[src/rtl/debug_pkg.sv]
// Shared definitions for the debug controller: FSM encoding and the
// reserved UART control words.
package debug_pkg;

  typedef enum logic [2:0] {
    RECVPROG,
    RECVMODE,
    RUNSTEP,
    RUNALL,
    SENDPC,
    SENDDM,
    SENDRB,
    SENDCLK
  } state_t;

  localparam logic [31:0] STEP_CODE = 32'h1000_1000;
  localparam logic [31:0] HALT_WORD = 32'hFFFF_FFFF;

endpackage

[src/rtl/debug_controller.sv]
// UART-driven debug controller: loads a program into IM, runs the CPU
// stepwise or to halt, then dumps PC, DM words, registers and cycle count.
module debug_controller
  import debug_pkg::*;
#(
  parameter int IM_ADDR_LENGTH = 32,
  parameter int IM_MEM_SIZE    = 5,
  parameter int INST_WIDTH     = 32,
  parameter int DM_ADDR_LENGTH = 32,
  parameter int DM_MEM_SIZE    = 2,
  parameter int DATA_WIDTH     = 32,
  parameter int RBITS          = 5,
  parameter int BANK_SIZE      = 2,
  parameter int REG_WIDTH      = 32,
  parameter int NBITS          = 32
) (
  input  logic                      clk,
  input  logic                      reset,
  input  logic [NBITS-1:0]          rx_Data,
  input  logic                      rx_done,
  input  logic                      tx_done,
  input  logic                      halt_flag,
  input  logic [REG_WIDTH-1:0]      RB_Data,
  input  logic [DATA_WIDTH-1:0]     DM_Data,
  input  logic [NBITS-1:0]          current_PC,
  input  logic [NBITS-1:0]          clock_count,
  output logic [IM_ADDR_LENGTH-1:0] IM_Addr,
  output logic [INST_WIDTH-1:0]     IM_Data,
  output logic                      IM_We,
  output logic [RBITS-1:0]          RB_Addr,
  output logic [DM_ADDR_LENGTH-1:0] DM_Addr,
  output logic [NBITS-1:0]          tx_Data,
  output logic                      tx_start,
  output logic                      clock_enable,
  output logic                      o_rst
);

  state_t                      state_q, state_d;
  logic [IM_ADDR_LENGTH-1:0]   im_addr_q, im_addr_d;
  logic [INST_WIDTH-1:0]       im_data_q, im_data_d;
  logic                        im_we_q, im_we_d;
  logic [NBITS-1:0]            im_cnt_q, im_cnt_d;
  logic [DM_ADDR_LENGTH-1:0]   dm_addr_q, dm_addr_d;
  logic [RBITS-1:0]            rb_addr_q, rb_addr_d;
  logic [NBITS-1:0]            idx_q, idx_d;
  logic [NBITS-1:0]            tx_data_q, tx_data_d;
  logic                        tx_start_q, tx_start_d;
  logic                        busy_q, busy_d;

  logic [NBITS-1:0]            send_word;
  logic                        last_word;
  logic                        word_done;

  always_comb begin
    // NOTE: every combinational output gets a default first so no path can infer a latch.
    state_d    = state_q;
    im_addr_d  = im_addr_q;
    im_data_d  = im_data_q;
    im_we_d    = 1'b0;
    im_cnt_d   = im_cnt_q;
    dm_addr_d  = dm_addr_q;
    rb_addr_d  = rb_addr_q;
    idx_d      = idx_q;
    tx_data_d  = tx_data_q;
    tx_start_d = 1'b0;
    busy_d     = busy_q;
    send_word  = '0;
    last_word  = 1'b1;
    word_done  = 1'b0;

    case (state_q)
      SENDPC:  send_word = current_PC;
      SENDDM: begin
        send_word = NBITS'(DM_Data);
        last_word = (idx_q == NBITS'(DM_MEM_SIZE - 1));
      end
      SENDRB: begin
        send_word = NBITS'(RB_Data);
        last_word = (idx_q == NBITS'(BANK_SIZE - 1));
      end
      SENDCLK: send_word = clock_count;
      default: ;
    endcase

    // Shared word handshake: launch once, then hold until the transmitter acknowledges.
    if (state_q inside {SENDPC, SENDDM, SENDRB, SENDCLK}) begin
      if (!busy_q) begin
        tx_data_d  = send_word;
        tx_start_d = 1'b1;
        busy_d     = 1'b1;
      end else if (tx_done) begin
        busy_d    = 1'b0;
        word_done = 1'b1;
      end
    end

    case (state_q)
      RECVPROG: begin
        if (im_we_q) begin
          im_addr_d = im_addr_q + IM_ADDR_LENGTH'(4);
          im_cnt_d  = im_cnt_q + NBITS'(1);
          if (im_data_q == INST_WIDTH'(HALT_WORD) ||
              im_cnt_q == NBITS'(IM_MEM_SIZE - 1)) begin
            state_d = RECVMODE;
          end
        end
        if (rx_done && state_d == RECVPROG) begin
          im_data_d = INST_WIDTH'(rx_Data);
          im_we_d   = 1'b1;
        end
      end
      RECVMODE: begin
        if (rx_done) state_d = (rx_Data == NBITS'(STEP_CODE)) ? RUNSTEP : RUNALL;
      end
      RUNSTEP: state_d = SENDPC;
      RUNALL:  if (halt_flag) state_d = SENDPC;
      SENDPC: begin
        if (word_done) begin
          idx_d   = '0;
          state_d = SENDDM;
        end
      end
      SENDDM: begin
        if (word_done) begin
          if (last_word) begin
            idx_d     = '0;
            dm_addr_d = '0;
            state_d   = SENDRB;
          end else begin
            idx_d     = idx_q + NBITS'(1);
            dm_addr_d = dm_addr_q + DM_ADDR_LENGTH'(4);
          end
        end
      end
      SENDRB: begin
        if (word_done) begin
          if (last_word) begin
            idx_d     = '0;
            rb_addr_d = '0;
            state_d   = SENDCLK;
          end else begin
            idx_d     = idx_q + NBITS'(1);
            rb_addr_d = rb_addr_q + RBITS'(1);
          end
        end
      end
      SENDCLK: begin
        if (word_done) begin
          if (halt_flag) begin
            im_addr_d = '0;
            im_cnt_d  = '0;
            state_d   = RECVPROG;
          end else begin
            state_d = RECVMODE;
          end
        end
      end
      default: state_d = RECVPROG;
    endcase
  end

  always_ff @(posedge clk or negedge reset) begin
    if (!reset) begin
      state_q    <= RECVPROG;
      im_addr_q  <= '0;
      im_data_q  <= '0;
      im_we_q    <= 1'b0;
      im_cnt_q   <= '0;
      dm_addr_q  <= '0;
      rb_addr_q  <= '0;
      idx_q      <= '0;
      tx_data_q  <= '0;
      tx_start_q <= 1'b0;
      busy_q     <= 1'b0;
    end else begin
      // NOTE: non-blocking assignments so every flop samples the pre-edge values.
      state_q    <= state_d;
      im_addr_q  <= im_addr_d;
      im_data_q  <= im_data_d;
      im_we_q    <= im_we_d;
      im_cnt_q   <= im_cnt_d;
      dm_addr_q  <= dm_addr_d;
      rb_addr_q  <= rb_addr_d;
      idx_q      <= idx_d;
      tx_data_q  <= tx_data_d;
      tx_start_q <= tx_start_d;
      busy_q     <= busy_d;
    end
  end

  // Enable drops in the same cycle halt_flag rises, so no extra CPU cycle slips through.
  assign clock_enable = (state_q == RUNSTEP) || (state_q == RUNALL && !halt_flag);
  assign o_rst        = (state_q == RECVPROG);
  assign IM_Addr      = im_addr_q;
  assign IM_Data      = im_data_q;
  assign IM_We        = im_we_q;
  assign DM_Addr      = dm_addr_q;
  assign RB_Addr      = rb_addr_q;
  assign tx_Data      = tx_data_q;
  assign tx_start     = tx_start_q;

endmodule

[config.mk]
export PLATFORM = sky130hd
export DESIGN_NAME = debug_controller
export DESIGN_NICKNAME = d
export VERILOG_FILES = /design/src/rtl/debug_pkg.sv /design/src/rtl/debug_controller.sv
export SDC_FILE = /design/constraint.sdc
export NUM_CORES = 1
export LEC_CHECK = 0
export ABC_CLOCK_PERIOD_IN_PS = 3950
export CAP_MARGIN = 20
export CORE_AREA = 2 2 174 176
export CTS_CLUSTER_DIAMETER = 40
export DETAILED_ROUTE_END_ITERATION = 12
export DIE_AREA = 0 0 176 178
export PLACE_DENSITY = 0.65
export SYNTH_ARGS = -nofsm -noshare
export SYNTH_HDL_FRONTEND = slang
export SYNTH_SLANG_ARGS = --single-unit
[constraint.sdc]
create_clock -name clk -period 3.95 [get_ports clk]
set_input_delay 0.5925 -clock clk [delete_from_list [all_inputs] [get_ports clk]]
set_output_delay 0.5925 -clock clk [all_outputs]
set_load 0.005 [all_outputs]
### After elaboration in Yosys (flattened, before gate mapping)

Cells that the tools add are included.

* bits in registers: 203
* input port bits: 165
* output and inout bits: 137
* word-level logic and storage cells: 94

* add/sub/neg operators: 5
* equality and inequality tests: 22
* muxes and demuxes: 37
* bitwise gates (word level): 1
* reduce and logical (&&, ||, !) cells: 18

Operators with widths (count)
* $mux W32: 8
* $pmux W32 S2: 3
* $pmux W32 S4: 1
* $add A32 B1 Y32 const B: 2
* $add A32 B3 Y32 const B: 2
* $mux W3: 11
* $eq A32 B1 Y1 const B: 1
* $eq A32 B29 Y1 const B: 1
* $eq A32 B3 Y1 const B: 1
* $eq A32 B32 Y1 const B: 1
* $pmux W3 S8: 1
* $ne A2 B2 Y1 const B: 9
* $eq A3 B3 Y1 const B: 4
* $mux W1: 12
* $reduce_and A2 Y1: 4
* $reduce_and A8 Y1: 1
* $eq A3 B2 Y1 const B: 2
* $logic_not A3 Y1: 2
* $add A5 B1 Y5 const B: 1
* $mux W5: 1
* $ne A2 B1 Y1 const B: 2
* $reduce_and A4 Y1: 1
* $reduce_bool A2 Y1: 2
* $reduce_bool A4 Y1: 1
* other kinds (7): 9

### Depth between registers and ports, before layout

Gate-level depths: netlist of the first run.

* depth in word-level cells: 9
* depth in mapped cells: 9
* depth with buffers taken out: 7

### Worst setup path before layout of the first run

OpenSTA, ideal clock, no wires.

* path kind: input to register
* start: input tx_done
* end: register dm_addr_q[31], in the netlist DM_Addr[31]
* setup time: 78 ps
* data arrival time: 2272 ps
* required time: 3872 ps
* setup slack: 1600 ps
* stages on the path: 6
* path buffers: 1
* cells stage by stage: nand3_2 -> or4_1 -> buf_2 -> or4_4 -> or3_1 -> a21oi_1

* word-level cells in the longest chain between the ends: 4

RTL lines
* from (decl): RTL line debug_controller.sv:21 `input logic tx_done,`
* $mux W1: RTL line debug_controller.sv:91 `end else if (tx_done) begin`
* $mux W1: RTL line debug_controller.sv:87 `if (!busy_q) begin`
* $mux W1: RTL line debug_controller.sv:86 `if (state_q inside {SENDPC, SENDDM, SENDRB, SENDCLK}) begin`
* $reduce_and A2 Y1 (no source line)
* to (signal assigned): RTL line debug_controller.sv:182 `dm_addr_q <= dm_addr_d;`
* to (decl): RTL line debug_controller.sv:43 `logic [DM_ADDR_LENGTH-1:0] dm_addr_q, dm_addr_d;`

No other way between the ends.
A chain may end at the register's enable or synchronous reset.

### Worst setup path in the final report of the first run

* start: register state_q[2]
* end: register im_addr_q[26], in the netlist IM_Addr[26]

* word-level cells in the longest chain between the ends: 5
* elaborated cells between the ends (all ways): 13
* those cells by class: 7 x eq/ne; 2 x mux; 4 x reduce/logical

RTL lines
* from (decl): RTL line debug_controller.sv:38 `state_t state_q, state_d;`
* from (signal assigned): RTL line debug_controller.sv:177 `state_q <= state_d;`
* $eq A3 B3 Y1, on equally long branches: RTL line debug_controller.sv:86, debug_controller.sv:97
* $reduce_bool A4 Y1: RTL line debug_controller.sv:86
* $mux W1: RTL line debug_controller.sv:86
* $ne A2 B2 Y1 (no source line)
* $reduce_and A4 Y1 (no source line)
* to (signal assigned): RTL line debug_controller.sv:178 `im_addr_q <= im_addr_d;`
* to (decl): RTL line debug_controller.sv:39 `logic [IM_ADDR_LENGTH-1:0] im_addr_q, im_addr_d;`

Parallel ways exist; a longest one is shown, timed or not.

==> out/qor.csv, run 1 <==
stage;metric;value;unit
grt;met2 Track Usage GR;35.63;%
grt;first-pass GRT wire length;51380;microns
grt;initial antenna violation count;2;
synth;post-synth top area share;47.42;%
timing;setup_tns;0;ns
synth;cells after synthesis;1072;
placement;GPL Wtd Cong;0.8244;
pwr;Sw Share;35.72;%
placement;DP HPWL;23840;microns
grt;vias in the first global route;9351;
clock_network;total CTS buffers;17;
detailed_routing;routed vias;9485;
synth;largest family of logic cells by synthesized area;simple AND/OR/NAND/NOR gates;
grt;Total Routing Usage GR;20.77;%
flow_run;Max-Cap Viols;0;
floorplanning;Starting Density;35.72;%
pwr;PwrDens;539.4;nW/um^2
timing;Least-Margin Pin Slew;0.9433;ns
floorplanning;die width;176;microns
detailed_routing;Post-route DRC;0;
floorplanning;Core Rows;63;
pwr;Leakage;0.005834;uW
clock_network;postcts setup bufs;0;
clock_network;Resize count post-CTS;0;
run_status;status;finished, final reports clean;
grt;met1 Use GR;26.25;%
pwr;Max VDD drop;0.0002595;V
timing;Post-Route Hold Slack;0.2482;ns
synth;FFs w/ async S/R, synth;100.0;%
synth;Seq cells post-synth;199;
timing;RSZ-0062 raised after global routing;no;
timing;Fin. Hold Viols;0;
timing;max-slew violation count;0;
final_layout;fin util;49.45;%
synth;Cell Area, Synth;10500;sq um
detailed_routing;Post-DRT Antenna Nets;0;
synth;Compound-Gate Fraction of Synth Area;9.639;%
placement;Placed Instance Area;13870;sq um
timing;Setup Skew;0.01741;ns
setup_path;worst setup path class;flip-flop to flip-flop;
synth;Post-synth top flop;dfrtp_1;
setup_path;crit path DAT;3.26;ns
timing;count of final setup violators;0;
synth;xor and xnor area share after synthesis;6.005;%
timing;fmax;0.3443;GHz
final_layout;final instance area;14540;sq um
min_path;hold crit path type;input pin to asynchronous set/reset pin;
pwr;P_sw;2801;uW
floorplanning;floorplan core area;29400;sq um
clock_network;H-tree levels;4;
final_layout;layout cells sized above 1;8.782;%
synth;Post-Syn Area per Cell;9.796;sq um
clock_network;CTS max path bufs;2;
detailed_routing;drt first pass iters;5;
final_layout;Post-layout nets;1514;
synth;EDFF count, synth;0;
final_layout;most frequent cells in the layout;clkdlybuf4s50_1 (296), dfrtp_1 (198), nand2_1 (100);
synth;post-synth top area cell;dfrtp_1;
grt;met3 Track Usage GR;5.222;%
clock_network;clk slew on worst S/H paths;0.08;ns
synth;multiplexer share of the synthesized area;9.353;%
grt;Overflow after GRT;0;
clock_network;CTS root buffer;clkbuf_16;
detailed_routing;Vias per Instance;5.429;
detailed_routing;DR iter-0 viols;621;
floorplanning;die area;31330;sq um
grt;global route hottest layer;met2;
pwr;Comb pwr share;38.0;%
clock_network;Worst-Skew Late Latency;0.45;ns
clock_network;TritonCTS clock tree;built;
synth;Synth Warn #;0;
setup_path;Crit path required time;4.30;ns
grt;pin count of the biggest net entering global routing;107;
clock_network;CTS sink cnt;199;
synth;register area share after synthesis;47.42;%
pwr;Sequential Power Share;38.3;%
floorplanning;die height;178;microns
pwr;Pint;5042;uW
floorplanning;Top-Level Pins;302;
final_layout;multi-input logic area;5186;sq um
setup_path;critical path peak fanout;15;
synth;distinct cell type count after synthesis;53;
placement;quantity of I/O buffers inserted on ports;297;
setup_path;Crit. End Element;flip-flop;
synth;Synth area leaders;dfrtp_1 (47%), mux2_2 (4.2%), mux4_2 (3.6%);
clock_network;Hold-fix buffers, CTS;0;
pwr;Clock Power Share;23.8;%
final_layout;fillers;2689;
setup_path;crit path launch type;flip-flop;
detailed_routing;drt total wl;32780;microns
synth;Synth Area in Simple Gates;23.11;%
final_layout;Area Growth Syn to Fin;38.45;%
final_layout;most common cell after layout, fill and taps aside;clkdlybuf4s50_1;
timing;fin crit period;2.904;ns
detailed_routing;drt wl/cell;18.77;microns
timing;Slew headroom;37.12;%
final_layout;Seq. cell area;4981;sq um
synth;Synth Area in Adders;0.9293;%
timing;period utilization;73.53;%
==> routing by layer <==
metal	share of wire, %	vias up
li1	-	4450
met1	42	4667
met2	49	336
met3	7.7	32
met4	1.3	0
met5	0	-
==> Yosys cell counts (all sizes together), types with 15 or more instances <==
library cell  instances
and3                 17
mux2                 39
mux2i                16
nor3                 22
buf                  18
clkbuf               51
and2                 25
mux4                 17
or4                  20
a21oi                65
dfrtp               199
a221oi               15
nor2                 80
nand2               100
nor4                 32
o31ai                19
xnor2                31
nand3                45
xor2                 41
o21ai                56
nand4                59
inv                  23
or3                  26
==> critical path, cell delays in order, from the launching register on <==
cell	delay, ns
dfrtp_1	0.53
buf_4	0.27
or4b_1	0.55
o21ai_1	0.11
buf_4	0.19
nand4_1	0.44
or4_1	0.57
a21oi_1	0.16
==> per-stage QoR <==
step	std cells	setup WS, ns	total power, uW
2_1_floorplan	1075	1.600	4390
3_3_place_gp	1712	0.8241	5999
3_5_place_dp	1712	0.8186	6017
4_1_cts	1744	1.012	7923
5_1_grt	1747	0.7802	8342
6_report	1747	1.046	7843
==> power groups by stage <==
stage	clock network [uW]	logic, uW	registers (uW)
after floorplan	0	1480	2910
after global placement	0	2970	3030
after CTS	1910	3000	3010
after global routing	2000	3260	3090
after detailed placement	0	2980	3040
final	1860	2980	3000
==> cells by family (layout without fill, tap and decap cells) <==
kind of cell    after synthesis  in the layout
other cells                   1              6
fa+ha+maj                     8              8
xor+xnor                     72             72
flops                       199            199
buf+inv                      92            372
compound gates              172            172
simple gates                456            456
mux                          72             72
==> sequential cells by signal, summed over array words and instances (netlist names), 3 cells and up <==
signal    count
DM_Addr      30
IM_Addr      30
IM_Data      32
RB_Addr       5
idx_q        32
im_cnt_q     32
state_q       3
tx_Data      32
==> layout make-up <==
cell class / instances / area share (%)
multi-input combinational: 784 / 35.67
timing repair buffer: 317 / 21.64
clock buffer: 17 / 2.926
antenna: 2 / 0.03442
sequential: 199 / 34.26
clock inverter: 15 / 1.515
inverter: 23 / 0.5938
tap: 390 / 3.356
==> path summary, 6_finish.rpt <==
| kind | cells past startpoint | slack (ns) | from | to |
|---|---|---|---|---|
| setup reg to reg | 7 | 1.05 | state_q[2] | IM_Addr[26] |
| hold / removal | 1 | 0.25 | reset | im_cnt_q[7] |
| min in group clk | 2 | 0.48 | tx_Data[11] | tx_Data[11] |
| setup / recovery | 7 | 1.05 | state_q[2] | IM_Addr[26] |
| hold reg to reg | 2 | 0.48 | tx_Data[11] | tx_Data[11] |
| max in group asynchronous | 2 | 2.62 | reset | tx_Data[27] |
Note: power is estimated with default switching activity, not from simulation.
==> run 2, diff against run 1 <==
--- a/config.mk
+++ b/config.mk
@@ -5,7 +5,7 @@
 export SDC_FILE = /design/constraint.sdc
 export NUM_CORES = 1
 export LEC_CHECK = 0
-export ABC_CLOCK_PERIOD_IN_PS = 3950
+export ABC_CLOCK_PERIOD_IN_PS = 2700
 export CAP_MARGIN = 20
 export CORE_AREA = 2 2 174 176
 export CTS_CLUSTER_DIAMETER = 40
==> constraint.sdc (replaced) <==
create_clock -name clk -period 2.7 [get_ports clk]
set_input_delay 0.405 -clock clk [delete_from_list [all_inputs] [get_ports clk]]
set_output_delay 0.405 -clock clk [all_outputs]
set_load 0.005 [all_outputs]
==> run 2 against run 1 <==
  * The run now ends with negative hold slack left
  * Sequential power grew 45%
  * Register-to-register slack lost 0.80 ns
  * Count of clock-buffer cells in the layout is the same
  * Routed wire length is essentially flat
  * Sequential cell count is the same
  * Utilization grew 0.55 points
  * Setup slack lost 0.84 ns
  * Largest cell class unchanged
  * Highest routed layer unchanged
==> out/qor.csv, run 2 (synthesis results as in run 1) <==
stage;metric;value;unit;change
floorplanning;Core Rows;63;;unchanged
clock_network;CTS sink cnt;199;;unchanged
run_status;status;complete, but fails checks;;
timing;RSZ-0062 raised after global routing;no;;
final_layout;fin util;50.00;%;+0.55 points
grt;Overflow after GRT;0;;unchanged
timing;Slew headroom;58.71;%;+22 points
detailed_routing;routed vias;9510;;+0.26%
setup_path;Crit path required time;2.30;ns;-2.00 ns
setup_path;slowest cell on the critical path;clkdlybuf4s50_1;;
clock_network;CTS root buffer;clkbuf_16;;
setup_path;CP delay by family, top;buffers and inverters;;
setup_path;critical-path cell list;buf_4, nor3_1, clkdlybuf4s50_1;;
grt;first-pass GRT wire length;51670;microns;+0.58%
placement;quantity of I/O buffers inserted on ports;297;;unchanged
final_layout;Post-layout nets;1539;;+1.7%
timing;fin crit period;2.494;ns;
final_layout;number of non-filler instances in the completed layout;1770;;+1.3%
clock_network;clk slew on worst S/H paths;0.08;ns;about the same
floorplanning;Top-Level Pins;302;;unchanged
timing;period utilization;92.37;%;
setup_path;worst setup path class;flip-flop to output port;;
final_layout;most frequent cells in the layout;clkdlybuf4s50_1 (296), dfrtp_1 (198), nand2_1 (100);;
setup_path;Crit path largest cell delay;0.64;ns;+0.07 ns
pwr;Max VDD drop;0.0004326;V;+67%
final_layout;Area Growth Syn to Fin;40.00;%;
timing;Fin. Hold Viols;12;;+12
clock_network;CTS max path bufs;2;;unchanged
timing;Least-Margin Pin Slew;0.6194;ns;-0.3239 ns
placement;DP HPWL;24400;microns;+2.3%
detailed_routing;drt wl/cell;18.53;microns;-1.3%
final_layout;most common cell after layout, fill and taps aside;clkdlybuf4s50_1;;
setup_path;critical path peak fanout;10;;-5
timing;setup_tns;0;ns;unchanged
placement;Placed Instance Area;14120;sq um;+1.8%
final_layout;Antenna Cells;0;;-2
grt;Total Routing Usage GR;20.87;%;+0.091 points
detailed_routing;Post-DRT Antenna Nets;0;;unchanged
floorplanning;die area;31330;sq um;unchanged
setup_path;crit path launch type;flip-flop;;
clock_network;total CTS buffers;17;;unchanged
detailed_routing;DR iter-0 viols;642;;+3.4%
detailed_routing;drt total wl;32790;microns;about the same
grt;vias in the first global route;9560;;+2.2%
placement;GPL Wtd Cong;0.8327;;+1.0%
detailed_routing;Post-route DRC;0;;unchanged
clock_network;H-tree levels;4;;unchanged
clock_network;Worst-Skew Late Latency;0.44;ns;about the same
pwr;Leakage;0.005937;uW;+1.8%
timing;Post-Route Hold Slack;-0.01375;ns;-0.2619 ns
setup_path;Crit. End Element;output port;;
timing;Setup Skew;0.01617;ns;-0.001245 ns
timing;max-slew violation count;0;;unchanged
floorplanning;die height;178;microns;unchanged
floorplanning;Starting Density;35.72;%;unchanged
floorplanning;floorplan core area;29400;sq um;unchanged
min_path;hold crit path type;input pin to asynchronous set/reset pin;;
grt;initial antenna violation count;0;;-2
clock_network;Resize count post-CTS;0;;unchanged
placement;placed cells;1738;;+1.5%
clock_network;postcts setup bufs;0;;unchanged
flow_run;Max-Cap Viols;0;;unchanged
timing;count of final setup violators;0;;unchanged
final_layout;fillers;2703;;+0.52%
floorplanning;die width;176;microns;unchanged
detailed_routing;drt first pass iters;4;;-1
setup_path;Bufs and invs on worst path;2;;unchanged
detailed_routing;Vias per Instance;5.373;;-1.0%
pwr;PwrDens;772.6;nW/um^2;+43%
setup_path;crit path DAT;2.09;ns;-1.17 ns
clock_network;TritonCTS clock tree;built;;
final_layout;final instance area;14700;sq um;+1.1%
final_layout;layout cells sized above 1;10.43;%;+1.7 points
timing;fmax;0.4010;GHz;
grt;pin count of the biggest net entering global routing;75;;-30%
run_status;violated checks;negative hold slack;;
clock_network;Hold-fix buffers, CTS;0;;unchanged
[run 2: cell count changes in the layout (fill, tap and decap cells not counted), sizes merged]
cell,previous run,this run
bufinv,1,0
clkinv,7,8
buf,20,45
diode,2,0
[run 2: per-layer routing]
metal,vias up,wire length [microns],track usage (%)
met5,-,0,0
met4,0,870,7.163
met3,44,2526,5.584
met2,331,15640,35.02
met1,4634,13760,26.08
li1,4501,-,-
[run 2: final timing paths]
path                        startpoint           end  depth (start not counted)  slack (ns)
max reg2reg                 state_q[1]  im_cnt_q[25]                          6        0.25
min reg2reg                tx_Data[13]   tx_Data[13]                          2        0.48
min                              reset   im_cnt_q[5]                          1       -0.01
min in group clk           tx_Data[13]   tx_Data[13]                          2        0.48
max                         state_q[1]         o_rst                          3        0.21
max in group asynchronous        reset   IM_Addr[20]                          2        1.94
[run 2: through the flow]
| step | setup WS [ns] | total power, uW |
|---|---|---|
| finish | 0.2060 | 11360 |
| floorplan | 0.3673 | 6423 |
| global route | 0.05756 | 12090 |
| global placement | 0.06705 | 8874 |
| detailed placement | 0.02806 | 8917 |
| CTS | 0.1734 | 11510 |
[run 2: where the power goes]
part | switching, uW | internal, uW | leakage (uW)
Sequential | 679 | 3690 | 0.00262
Combinational | 2060 | 2390 | 0.00303
Clock | 1300 | 1240 | 0.000287
[run 2: final cells by class]
type | count | area (sq um) | share of cell area, %
Sequential cell | 199 | 4981 | 33.88
Tap cell | 390 | 488.0 | 3.319
Timing Repair Buffer | 342 | 3377 | 22.97
Inverter | 23 | 86.33 | 0.5872
Clock inverter | 15 | 157.7 | 1.072
Multi-Input combinational cell | 784 | 5186 | 35.28
Clock buffer | 17 | 425.4 | 2.894
[run 2: worst register-to-register path: stages, from the launching register on]
cell	delay [ns]
dfrtp_1	0.39
buf_4	0.19
nor4b_2	0.42
a31oi_1	0.15
or3_1	0.55
or4_1	0.51
a21oi_1	0.16
